**config.mk**
```make
export PLATFORM = sky130hd
export DESIGN_NAME = uart_rx
export DESIGN_NICKNAME = d
export VERILOG_FILES = /design/src/rtl/uart_rx.sv
export SDC_FILE = /design/constraint.sdc
export NUM_CORES = 1
export LEC_CHECK = 0
export ABC_AREA = 1
export BUFFER_PORTS_ARGS = -buffer_cell sky130_fd_sc_hd__buf_2
export CORE_ASPECT_RATIO = 1.75
export CORE_UTILIZATION = 45
export DETAILED_ROUTE_END_ITERATION = 10
export HOLD_SLACK_MARGIN = 0.03
export SETUP_SLACK_MARGIN = 0.3
export SLEW_MARGIN = 0
export SYNTH_ARGS = -nofsm -noshare
export SYNTH_HDL_FRONTEND = slang
export SYNTH_SLANG_ARGS = --single-unit
```
**constraint.sdc**
```tcl
create_clock -name clk -period 3 [get_ports clk]
set_input_delay 0.9 -clock clk [delete_from_list [all_inputs] [get_ports clk]]
set_output_delay 0.9 -clock clk [all_outputs]
set_load 0.1 [all_outputs]
```
**src/rtl/uart_rx.sv**
```systemverilog
// 8N1-style UART receiver with mid-bit sampling and an AXI-Stream output register.
// Optional build macro UART_RX_MAJORITY_VOTE_EN: 3-sample majority vote at every sample point.
`timescale 1ns/1ps

module uart_rx #(
  parameter int DATA_WIDTH = 8
) (
  input  logic                  clk,
  input  logic                  rst,
  output logic [DATA_WIDTH-1:0] m_axis_tdata,
  output logic                  m_axis_tvalid,
  input  logic                  m_axis_tready,
  input  logic                  rxd,
  output logic                  busy,
  output logic                  overrun_error,
  output logic                  frame_error,
  input  logic [15:0]           prescale
);

  // state      | meaning
  // IDLE       | line idle, waiting for rxd_s low with prescale != 0
  // START      | timing to middle of start bit, rejects false starts
  // DATA       | sampling DATA_WIDTH data bits, LSB first
  // STOP       | timing to middle of stop bit
  // BREAK_WAIT | stop bit was low; wait for line to return high
  typedef enum logic [2:0] {
    IDLE,
    START,
    DATA,
    STOP,
    BREAK_WAIT
  } state_t;

  localparam int IW = (DATA_WIDTH > 1) ? $clog2(DATA_WIDTH) : 1;

  state_t                state, state_n;
  logic                  rxd_m, rxd_s;
  logic [18:0]           cnt, cnt_n;
  logic [15:0]           p_lat, p_n;
  logic [IW-1:0]         bit_idx, idx_n;
  logic [DATA_WIDTH-1:0] shreg, sh_n;
  logic [DATA_WIDTH:0]   sh_tmp;
  logic [DATA_WIDTH-1:0] tdata_n;
  logic                  tvalid_n, ovr_n, ferr_n;
  logic                  samp, tick;
  logic [18:0]           bit_time, start_load;

  always_ff @(posedge clk or posedge rst) begin
    if (rst) begin
      rxd_m <= 1'b1;
      rxd_s <= 1'b1;
    end else begin
      rxd_m <= rxd;
      rxd_s <= rxd_m;
    end
  end

`ifdef UART_RX_MAJORITY_VOTE_EN
  logic rxd_d1, rxd_d2;

  always_ff @(posedge clk or posedge rst) begin
    if (rst) begin
      rxd_d1 <= 1'b1;
      rxd_d2 <= 1'b1;
    end else begin
      rxd_d1 <= rxd_s;
      rxd_d2 <= rxd_d1;
    end
  end

  // Decision is taken one cycle after the nominal point so that the
  // sample after it is available; the start load is one longer to match.
  assign samp       = (rxd_s & rxd_d1) | (rxd_s & rxd_d2) | (rxd_d1 & rxd_d2);
  assign start_load = {1'b0, prescale, 2'b00};
`else
  assign samp       = rxd_s;
  assign start_load = {1'b0, prescale, 2'b00} - 19'd1;
`endif

  assign tick     = (cnt == 19'd0);
  assign bit_time = {p_lat, 3'b000} - 19'd1;
  assign sh_tmp   = {samp, shreg};

  always_ff @(posedge clk or posedge rst) begin
    if (rst) begin
      state         <= IDLE;
      cnt           <= '0;
      p_lat         <= '0;
      bit_idx       <= '0;
      shreg         <= '0;
      m_axis_tdata  <= '0;
      m_axis_tvalid <= 1'b0;
      overrun_error <= 1'b0;
      frame_error   <= 1'b0;
    end else begin
      state         <= state_n;
      cnt           <= cnt_n;
      p_lat         <= p_n;
      bit_idx       <= idx_n;
      shreg         <= sh_n;
      m_axis_tdata  <= tdata_n;
      m_axis_tvalid <= tvalid_n;
      overrun_error <= ovr_n;
      frame_error   <= ferr_n;
    end
  end

  always_comb begin
    state_n  = state;
    cnt_n    = tick ? cnt : cnt - 19'd1;
    p_n      = p_lat;
    idx_n    = bit_idx;
    sh_n     = shreg;
    tdata_n  = m_axis_tdata;
    tvalid_n = m_axis_tvalid & ~m_axis_tready;
    ovr_n    = 1'b0;
    ferr_n   = 1'b0;

    case (state)
      IDLE: begin
        if (!rxd_s && (prescale != 16'd0)) begin
          p_n     = prescale;
          cnt_n   = start_load;
          state_n = START;
        end
      end
      START: begin
        if (tick) begin
          if (samp) begin
            state_n = IDLE;
          end else begin
            cnt_n   = bit_time;
            idx_n   = '0;
            state_n = DATA;
          end
        end
      end
      DATA: begin
        if (tick) begin
          sh_n  = sh_tmp[DATA_WIDTH:1];
          cnt_n = bit_time;
          if (bit_idx == IW'(DATA_WIDTH - 1)) begin
            state_n = STOP;
          end else begin
            idx_n = bit_idx + 1'b1;
          end
        end
      end
      STOP: begin
        if (tick) begin
          if (samp) begin
            // A pending word that is not being accepted this cycle is lost.
            tdata_n  = shreg;
            tvalid_n = 1'b1;
            ovr_n    = m_axis_tvalid & ~m_axis_tready;
            state_n  = IDLE;
          end else begin
            ferr_n  = 1'b1;
            state_n = BREAK_WAIT;
          end
        end
      end
      BREAK_WAIT: begin
        if (rxd_s) begin
          state_n = IDLE;
        end
      end
      default: begin
        state_n = IDLE;
      end
    endcase
  end

  // Combinational so busy rises in the same cycle the start edge is seen.
  assign busy = (state != IDLE) | (~rxd_s & (prescale != 16'd0));

endmodule

```
# Word-level counts from Yosys, hierarchy flattened
# Cells that the tools add are included.
classes:
  n_mux: 29
  n_lt_le_gt_ge: 0
  div: 0
  reduce_logical: 12
  eq_ne: 13
  addsub: 4
  mul: 0
  n_shift: 0
  bitwise_logic: 5
op_table:
  columns: ["cell", "count"]
  rows:
  - ["two-way mux 19 bit", 5]
  - ["one-hot mux 19 bit (3 select lines)", 1]
  - ["subtractor 19 x 1 -> 19 bit, second input constant", 2]
  - ["two-way mux 3 bit", 11]
  - ["logical NOT 19 bit", 1]
  - ["subtractor 18 x 1 -> 19 bit, second input constant", 1]
  - ["inequality test 2 bit, second input constant", 8]
  - ["nonzero test 16 bit", 1]
  - ["one-hot mux 3 bit (5 select lines)", 1]
  - ["two-way mux 1 bit", 9]
  - ["equality test 3 x 2 -> 1 bit, second input constant", 2]
  - ["equality test 3 bit, second input constant", 2]
  - ["one-hot mux 3 bit (2 select lines)", 1]
  - ["AND reduction 6 bit", 1]
  - ["AND reduction 5 bit", 1]
  - ["AND reduction 2 bit", 2]
  - ["adder 3 x 1 -> 3 bit, second input constant", 1]
  - ["equality test 3 x 1 -> 1 bit, second input constant", 1]
  - ["logical NOT 3 bit", 1]
  - ["AND reduction 3 bit", 1]
  - ["nonzero test 3 bit", 1]
  - ["AND 1 bit", 2]
  - ["two-way mux 2 bit", 1]
  - ["NOT 1 bit", 2]
  - ["4 further kinds", 4]
word_totals:
  regBits: 62
  mem_bits_rw: 0
  output_inout_bits: 12
  n_memories: 0
  latchBits: 0
  romBits: 0
  in_bits: 20

# Longest topological paths before layout
logic_depth:
  word_depth: 5
  mapped_depth: 12
  depth_no_buf: 12

# Worst setup path after synthesis
# Ideal clock, no wire load.
synth_timing:
  path_type: "input -> output"
  start: "input prescale[0]"
  end: "output busy"
  cell_stages: 7
  t_required_ps: 2100
  arrival_ps: 2067
  path_slack_ps: 33
  path_buffers: 0
  cell_sequence: "inv_1 ha_1 nand2_1 nor2_1 nand2_1 nand2_2 nand2_1"
synth_via:
  elab_chain_cells: 3
synth_lines:
  columns: ["element", "line", "rtl"]
  rows:
  - ["start: declaration", "17", "input logic [15:0] prescale"]
  - ["nonzero test 16 bit", "175", "assign busy = (state != IDLE) | (~rxd_s & (prescale != 16'd0));"]
  - ["AND 1 bit", "175", null]
  - ["OR 1 bit", "175", null]
  - ["end: declaration", "14", "output logic busy,"]
# No other way between the ends.

# Worst setup path after layout
layout_timing:
  start: "input prescale[4]"
  end: "output busy"
# The elaborated chain is that of the path after synthesis.

==> metrics.txt <==
Reg2Reg Launch Point cnt[0]; Distinct cells, synth 34; Startpoint Class input pin; Reg2Reg Depth 7; kind of critical path in2out; cts hold-fix bufs 0; Core ar. ~8600 µm²; sequential area share after synthesis approximately two fifths; clock latency on the worst-skew pair between 0.3 and 0.4 ns; Final period util a little under 90%; Syn-to-layout area delta 21.30%; total grt overflow 0; Tot GR Track Use 24.95%; top-area cell type share of the netlist area between 30% and 40%; IO Pins 32; status completed; fin crit period 2.685 ns; CTS max path bufs 2; wire per inst 14.42 µm; Post-Route WL 10.50 mm; Comb pwr share 39.4%; clk root buf clkbuf_16; Post-synth EDFFs 0; met3 routed WL just over 200 µm; Post-Syn Instances 552; Peak VDD IR 0.0004563 V; worst hold endpoint rxd_s; vias in the first global route about 3600; # nets final 634; commonest non-fill, non-tap cell in the layout nand2_1; CTS tree built; WP data required ~2.1 ns; die height about 130 µm; RSZ-0062 raised after global routing no; post-synthesis register bit count 62; r2r endpoint shreg[2]; Setup crit end kind output port; Setup-failing EPs final 0; Setup WS pre-CTS a little under 0.2 ns; Max-cap violations 0; Mapped Area 3970 µm²; Worst-Margin Slew ~0.7 ns; Top Layer Used met4; CTS HTree Levels 3; Antenna Cells 0; # DRC 0; Hold Crit Depth 0; vias per cell roughly 4.9; reg2reg setup slack 0.85 ns; Total Die Area roughly 9200 µm²; Main synth FF type dfrtp_1; endpoints failing hold 0; Vias 3593; first-pass GRT wire length ~17 mm; YS warnings 0; Routed met2 length slightly above 6 mm; initial antenna violation count 0; Pint 2.396 mW; Setup TNS 0 ns; Slew Viols, Final 0; PortBufs 31; Rel. slew slack between 50% and 60%; cell taking the most area after synthesis dfrtp_1; Num CTS Buffers 9; crit path DAT ~1.8 ns; Pwr Density roughly 840 nW/µm²; Initial DRC Count 226; FP Rows 45; clock-pin slew on the worst setup and hold paths about 0.060 ns; DP HPWL 8.021 mm; clk sinks 62; asr flop ratio synth between 90% and 100%; most frequent cells in the layout nand2_1 (153), nor2_1 (83), dfrtp_1 (60); Avg Synthesized Cell Area 7.192 µm²; hold path start rxd_m; Chip Width 73 µm; largest net degree at the start of global routing 35; Flop pwr share between 30% and 40%; worst hold path class reg2reg; layout cells sized above 1 between 20% and 30%; switching power total 1.653 mW; final setup margin approximately 0.31 ns; sw frac 40.83%; Detail Route Antenna Nets 0; M1 WL 3.693 mm; RePlAce Congestion slightly above 0.9; Syn Nets 580; critical path fanouts, max 4; Starting Density between 40 and 50%; first-pass iteration count of the detailed router 4; Lkg Pwr between 2 and 2.5 nW; fmax 372.4 MHz; clock share of power 28.0%; clk_skew a little under 0.007 ns; Synth area leaders dfrtp_1 (38%), nand2_1 (15%), nor2_1 (8.6%), nand3_1 (5.2%), xor2_1 (5.1%)
==> per-layer routing <==
metal | GRT usage [%] | vias up
li1 | - | 1849
met1 | 23.35 | 1651
met3 | 3.600 | 30
met5 | 0 | -
met2 | 47.82 | 63
met4 | 15.80 | 0
==> what timing repair did <==
action	4_1_cts	5_1_grt
setup endpoints to repair	1	2
pin swaps	6	6
gates resized for setup	10	21
hold endpoints to repair	0	0
buffers inserted	11	1
==> through the flow <==
step	power, mW	hold slack (ns)	std cells	utilization (%)	area, µm²
floorplan	2.480	0.3452	552	-	3973
global placement	2.855	0.3454	700	49.89	4298
detailed placement	2.886	0.3468	700	49.89	4298
CTS	4.042	0.3612	727	54.84	4725
global route	4.337	0.3723	728	55.90	4816
finish	4.049	0.3605	728	55.90	4816
==> kinds of logic (layout without fill, tap and decap cells) <==
family | Yosys count | after routing | synth area share [%]
flops | 62 | 62 | 39.14
xor+xnor | 30 | 30 | 6.618
buf+inv | 70 | 129 | 7.469
simple gates | 332 | 332 | 37.06
compound gates | 50 | 50 | 7.186
fa+ha+maj | 8 | 8 | 2.521
==> synthesized netlist by cell type (2+ instances only) <==
master,count
a21oi_1,10
nor2_1,91
o21ai_0,20
dfrtp_1,60
nand4_1,8
dfstp_2,2
a22oi_1,3
xnor2_1,7
buf_2,3
nor3_1,4
nand2_2,4
and2_1,2
buf_4,2
nand3_1,41
o21ai_1,9
nand2_1,159
inv_1,53
ha_1,8
buf_6,3
nand3b_2,2
nor2_8,2
o21ai_2,6
xor2_1,23
nor2_2,8
or2_2,3
inv_2,9
nand3b_1,3
==> worst max-delay path, cell delays in order <==
cell and delay [ns]:
buf_2 0.13, nor2_2 0.16, nand2_2 0.09, nor2_2 0.10, nand2_2 0.07, nand2_2 0.09
nand2_4 0.06, buf_12 0.17
==> how the worst max path moves through the flow <==
stage          slack (ns)  cells after the start  endpoint    startpoint
4_1_cts              0.30                      8      busy  prescale[13]
5_1_grt              0.27                      8      busy   prescale[4]
6_report             0.31                      8      busy   prescale[4]
3_3_place_gp         0.19                      8      busy  prescale[10]
2_1_floorplan        0.31                      7      busy   prescale[0]
3_5_place_dp         0.20                      8      busy  prescale[10]
==> sequential cells by signal, summed over array words and instances (netlist names) <==
register       cells
frame_error        1
cnt               19
rxd_s              1
overrun_error      1
state              3
shreg              8
p_lat             16
m_axis_tdata       8
bit_idx            3
m_axis_tvalid      1
rxd_m              1
==> cell type report <==
type,instances,area (µm²)
Clock inverter,5,81.33
Tap cell,117,146.4
Inverter,62,235.2
Sequential cell,62,1554
Timing Repair Buffer,51,354.1
Multi-Input combinational cell,420,2202
Clock buffer,11,242.7
Fill cell,849,3799
==> power groups by stage <==
stage	clock network [mW]	registers, mW	logic (mW)
after floorplan	0	1.27	1.21
after global placement	0	1.33	1.53
after detailed placement	0	1.33	1.56
after CTS	1.15	1.32	1.58
after global routing	1.19	1.35	1.79
final	1.13	1.32	1.59
Note: power is estimated with default switching activity, not from simulation.
